<file path="src/rtl/bcd_to_bin_if.sv">
// Request/result bundle for the packed-BCD to binary converter.
// The master drives en/bcd_d_in; the converter drives result and status.
interface bcd_to_bin_if #(
    parameter int unsigned DIGITS = 4,
    parameter int unsigned BIN_W  = 14
);
    logic                  en;
    logic [4*DIGITS-1:0]   bcd_d_in;
    logic [BIN_W-1:0]      bin_d_out;
    logic                  rdy;
    logic                  busy;
    logic                  err;

    modport master (
        output en, bcd_d_in,
        input  bin_d_out, rdy, busy, err
    );

    modport slave (
        input  en, bcd_d_in,
        output bin_d_out, rdy, busy, err
    );
endinterface

</file>
<file path="src/rtl/bcd_to_bin.sv">
// Iterative reverse double-dabble (shift right, subtract 3) packed-BCD to binary converter.
// Optional invalid-digit flagging is enabled by defining BCD2BIN_DIGIT_CHECK_EN.
module bcd_to_bin #(
    parameter int unsigned DIGITS = 4,
    parameter int unsigned BIN_W  = 14
) (
    input  logic          clk,
    input  logic          rst_n,
    bcd_to_bin_if.slave   bus
);
    localparam int unsigned BCD_W  = 4 * DIGITS;
    localparam int unsigned WORK_W = BCD_W + BIN_W;
    localparam int unsigned CNT_W  = (BIN_W > 1) ? $clog2(BIN_W) : 1;

    typedef enum logic [1:0] {
        IDLE,
        SHIFT,
        ADJ,
        DONE
    } state_t;

    state_t              state, state_nxt;
    logic [WORK_W-1:0]   work, work_nxt;
    logic [CNT_W-1:0]    sh_cnt, sh_cnt_nxt;
    logic [BIN_W-1:0]    bin_q, bin_nxt;
    logic                rdy_q, rdy_nxt;

    // A nibble can only reach 8+ after a shift if a bit came in from above, so
    // subtracting 3 halves the decimal weight exactly, even for nibbles above 9.
    function automatic logic [WORK_W-1:0] adjust(input logic [WORK_W-1:0] w);
        logic [3:0] nib;
        adjust = w;
        for (int unsigned i = 0; i < DIGITS; i++) begin
            nib = w[BIN_W + 4*i +: 4];
            if (nib >= 4'd8)
                adjust[BIN_W + 4*i +: 4] = nib - 4'd3;
        end
    endfunction

`ifdef BCD2BIN_DIGIT_CHECK_EN
    logic err_pend, err_pend_nxt;
    logic err_q, err_nxt;
    logic bad_digit;

    always_comb begin
        bad_digit = 1'b0;
        for (int unsigned i = 0; i < DIGITS; i++) begin
            if (bus.bcd_d_in[4*i +: 4] > 4'd9)
                bad_digit = 1'b1;
        end
    end
`endif

    always_comb begin
        state_nxt  = state;
        work_nxt   = work;
        sh_cnt_nxt = sh_cnt;
        bin_nxt    = bin_q;
        rdy_nxt    = 1'b0;
`ifdef BCD2BIN_DIGIT_CHECK_EN
        err_pend_nxt = err_pend;
        err_nxt      = err_q;
`endif
        case (state)
            IDLE: begin
                if (bus.en) begin
                    work_nxt   = {bus.bcd_d_in, {BIN_W{1'b0}}};
                    sh_cnt_nxt = '0;
`ifdef BCD2BIN_DIGIT_CHECK_EN
                    err_pend_nxt = bad_digit;
`endif
                    state_nxt  = SHIFT;
                end
            end
            SHIFT: begin
                work_nxt   = work >> 1;
                sh_cnt_nxt = sh_cnt + 1'b1;
                state_nxt  = (sh_cnt == CNT_W'(BIN_W - 1)) ? DONE : ADJ;
            end
            ADJ: begin
                work_nxt  = adjust(work);
                state_nxt = SHIFT;
            end
            DONE: begin
                bin_nxt = work[BIN_W-1:0];
`ifdef BCD2BIN_DIGIT_CHECK_EN
                err_nxt = err_pend;
                if (err_pend)
                    bin_nxt = '0;
`endif
                rdy_nxt   = 1'b1;
                state_nxt = IDLE;
            end
            default: state_nxt = IDLE;
        endcase
    end

    always_ff @(posedge clk or negedge rst_n) begin
        if (!rst_n) begin
            state  <= IDLE;
            work   <= '0;
            sh_cnt <= '0;
            bin_q  <= '0;
            rdy_q  <= 1'b0;
        end else begin
            state  <= state_nxt;
            work   <= work_nxt;
            sh_cnt <= sh_cnt_nxt;
            bin_q  <= bin_nxt;
            rdy_q  <= rdy_nxt;
        end
    end

`ifdef BCD2BIN_DIGIT_CHECK_EN
    always_ff @(posedge clk or negedge rst_n) begin
        if (!rst_n) begin
            err_pend <= 1'b0;
            err_q    <= 1'b0;
        end else begin
            err_pend <= err_pend_nxt;
            err_q    <= err_nxt;
        end
    end

    assign bus.err = err_q;
`else
    assign bus.err = 1'b0;
`endif

    assign bus.bin_d_out = bin_q;
    assign bus.rdy       = rdy_q;
    assign bus.busy      = (state != IDLE);

endmodule

</file>
<file path="src/flat_wrapper.sv">
// flat-port wrapper written by rule: the top's interface ports become plain ports
module bcd_to_bin_flat 
#(
    parameter int unsigned DIGITS = 4,
    parameter int unsigned BIN_W  = 14
)
  (clk, rst_n, bus_en, bus_bcd_d_in, bus_bin_d_out, bus_rdy, bus_busy, bus_err);
  bcd_to_bin_if #(.DIGITS(DIGITS), .BIN_W(BIN_W)) bus_i ();
  input  logic clk;
  input  logic rst_n;
  input wire logic [$bits(bus_i.en)-1:0] bus_en;
  input wire logic [$bits(bus_i.bcd_d_in)-1:0] bus_bcd_d_in;
  output wire logic [$bits(bus_i.bin_d_out)-1:0] bus_bin_d_out;
  output wire logic [$bits(bus_i.rdy)-1:0] bus_rdy;
  output wire logic [$bits(bus_i.busy)-1:0] bus_busy;
  output wire logic [$bits(bus_i.err)-1:0] bus_err;
  assign bus_i.en = bus_en;
  assign bus_i.bcd_d_in = bus_bcd_d_in;
  assign bus_bin_d_out = bus_i.bin_d_out;
  assign bus_rdy = bus_i.rdy;
  assign bus_busy = bus_i.busy;
  assign bus_err = bus_i.err;
  bcd_to_bin #(.DIGITS(DIGITS), .BIN_W(BIN_W)) u_core (.clk(clk), .rst_n(rst_n), .bus(bus_i));
endmodule
</file>
<file path="config.mk">
export PLATFORM = sky130hd
export DESIGN_NAME = bcd_to_bin_flat
export DESIGN_NICKNAME = d
export VERILOG_FILES = /design/src/rtl/bcd_to_bin_if.sv /design/src/rtl/bcd_to_bin.sv /design/src/flat_wrapper.sv
export SDC_FILE = /design/constraint.sdc
export NUM_CORES = 1
export LEC_CHECK = 0
export CORE_ASPECT_RATIO = 2
export CORE_MARGIN = 2
export CORE_UTILIZATION = 40
export DETAILED_ROUTE_END_ITERATION = 16
export DONT_BUFFER_PORTS = 1
export PLACE_DENSITY_LB_ADDON = 0.12
export SYNTH_ARGS = -nofsm -noshare
export SYNTH_HDL_FRONTEND = slang
export SYNTH_SLANG_ARGS = --single-unit
</file>
<file path="constraint.sdc">
create_clock -name clk -period 4.34 [get_ports clk]
set_clock_uncertainty 0.2 [all_clocks]
set_input_delay 0.434 -clock clk [delete_from_list [all_inputs] [get_ports clk]]
set_output_delay 0.434 -clock clk [all_outputs]
set_load 0.1 [all_outputs]
</file>
==> metrics.cfg <==
[floorplanning]
die_x_um = 63.7
die_area_um2 = 7850
die_h_um = 123
top_level_ports = 36
rows = 43
core_area_um2 = 6940
initial_core_util_pct = 41.0

[worst_hold_path]
hp-class = in2reg
hold_start = bus_bcd_d_in[15]

[logic_synthesis]
syn_inst = 274
synthTopCellsByArea = dfrtp_1 45%, ha_1 6.6%, o31ai_1 6.3%
synth_edf_count = 0
ys.flop_type = dfrtp_1
synth.distinct_cells = 47
synthTopCellsByCount = 51 x dfrtp_1, 24 x o31ai_1, 18 x inv_1
ys_ff_latch = 51
synth_top_area_share_pct = 44.8
yosysMostFrequentCell = dfrtp_1
synthArstFlopShare_pct = 100
synth_seq_area_share_pct = 44.8
avgSynthCellArea_um2 = 10.4
yosysTopAreaCell = dfrtp_1
syn_nets = 308
yosysWarningCount = 0
synth_area_um2 = 2850

[route]
drt-initial-drc-count = 108
drtPass1Iterations = 4
routed_wirelength_um = 6550
via_per_inst = 5.82
detail-route-antenna-nets = 0
route.detailed.drc = 0
wl_per_cell_um = 18.5
vias = 2065

[sta]
worst_pin_slew_ns = 0.899
min_period_ns = 2.63
setup_viol = 0
slew_headroom_pct = 40.1
fin_ws_ns = 1.71
finalCritPeriodShare_pct = 60.5
rsz0062_at_grt = false
tns_ns = 0
fmax_mhz = 381
hold_slack_ns = 0.124
maxSlewViolCount = 0
hold_violations = 0

[critical_path]
worstPathRequired_ns = 4.35
critPathSlowestCell = ha_1
crit_fanout = 28
critPathKind = reg2reg
path_cells = inv_1 > ha_1 > buf_4 > nand2_1 > o311a_1 > o22ai_1
r2r-start = u_core.state[0]
cp-end-kind = flip-flop
critPathArrivalTime_ns = 2.64
start_kind = flip-flop
crit_start = u_core.state[0]
critPathMaxStageDelay_ns = 0.87

[layout]
finalNetCount = 299
drive_gt1_share_pct = 14.7
n_fill_cell = 675
num_antenna_cells = 0
area_delta_synth_final_pct = 7.55

[placement]
portBuffers = 0
globalplace.congestion = 0.719
dpl.hpwl_um = 4250
dp_slack_ns = 1.72

[status]
status = complete, no violations

[global_routing]
grt_pass1_vias = 2179
grt_overflow_total = 0
antenna_found_initial = 0
gr-usage-all-layers_pct = 18.0
grt_pass1_wl_um = 11000
grt_start_max_net_pins = 52

[power]
leakagePower_uw = 0.00136
peakVddDrop_v = 0.000299
p_per_area_nw_per_um2 = 788

[clock_network]
cts_tree = built
clock-sinks = 51
cts_max_level = 2
cts_setup_buffers = 0
clk_pin_slew_ns = 0.07
cts-root-buf = clkbuf_16
clockBufferDepth = 2
clk_latency_ns = 0.29
cts_buffers = 5

[flow_run]
max_cap_viol_count = 0

-- placed cells by master, fill, tap and decap left out, drive strengths merged, types with 2 or more instances in the layout --
cell / count
o41ai: 4
nor2: 16
o32a: 3
and3: 2
nand3b: 2
a21oi: 10
o22ai: 2
buf: 6
ha: 15
nand2: 6
nor4bb: 2
inv: 18
o311a: 2
o21ai: 17
clkbuf: 6
or3: 2
nand2b: 5
a22oi: 2
a221oi: 6
a211oi: 2
nand3: 17
nor2b: 5
dfrtp: 51
a2111oi: 4
o32ai: 2
or2: 2
o31ai: 24
mux2: 17
nor3: 2
-- cells by family after synthesis --
family                     Yosys count  share of synthesized area [%]
AOI/OAI and AO/OA                   84                           22.1
and+or+nand+nor                     63                           12.1
DFF                                 51                           44.8
buffers and inverters               41                           6.59
muxes                               18                           7.33
adders and majority gates           15                           6.59
other                                1                          0.132
xor gates and xnor gates             1                          0.307
-- flip-flops by register name (all words and copies together) (netlist names) --
| register | flops |
|---|---|
| u_core.bus.bin_d_out | 14 |
| u_core.bus.rdy | 1 |
| u_core.sh_cnt | 4 |
| u_core.state | 2 |
| u_core.work | 30 |
-- through the flow --
step | cell area (um2) | utilization, % | std cells | power [uW]
floorplan | 2850 | - | 274 | 1770
global placement | 2880 | 41.5 | 346 | 2010
detailed placement | 2880 | 41.5 | 346 | 2030
CTS | 3060 | 44.2 | 355 | 2460
global route | 3060 | 44.2 | 355 | 2600
finish | 3060 | 44.2 | 355 | 2420
-- cell type report --
class                           instances  area, um2  share of cell area (%)
Timing Repair Buffer                    7       75.1                    2.45
Clock inverter                          1       5.00                   0.163
Clock buffer                            6        139                    4.53
Sequential cell                        51       1280                    41.6
Multi-Input combinational cell        182       1390                    45.3
Tap cell                               90        113                    3.67
Inverter                               18       67.6                    2.20
-- path summary, 6_finish.rpt --
kind	cells past startpoint	endpoint	slack, ns
setup / recovery	6	u_core.work[28]	1.71
hold reg to reg	1	u_core.bus.bin_d_out[0]	0.31
hold / removal	1	u_core.work[29]	0.12
max in group asynchronous	2	u_core.bus.bin_d_out[0]	3.24
setup reg to reg	6	u_core.work[28]	1.71
min in group asynchronous	2	u_core.bus.rdy	0.46
-- report_power, final --
part	internal [uW]	total [uW]	leakage, uW	switching, uW
clock	225	395	0.0000727	169
sequential	596	793	0.000675	197
combinational	491	1230	0.000616	737
total	1310	2420	0.00136	1100
-- worst max-delay path: cells and delay by family, from the launching register on --
family	cells	cell delay [ns]
AO/OA/AOI/OAI	2	0.52
AND/OR/NAND/NOR	1	0.15
adder cells (fa/ha/maj)	1	0.87
flip-flops	1	0.40
buffers and inverters	2	0.42
-- routing by layer --
metal	vias up	wire length (um)	share of wire (%)	track usage, %
li1	978	-	-	-
met1	1051	2780	42	20.9
met2	29	3450	53	31.9
met3	7	215	3.3	4.00
met4	0	103	1.6	6.93
met5	-	0	0	0
-- timing repair --
item,4_1_cts,5_1_grt
hold buffers,2,0
gates resized for setup,0,0
hold endpoints to repair,51,0
Power figures use the tool's default switching activity.
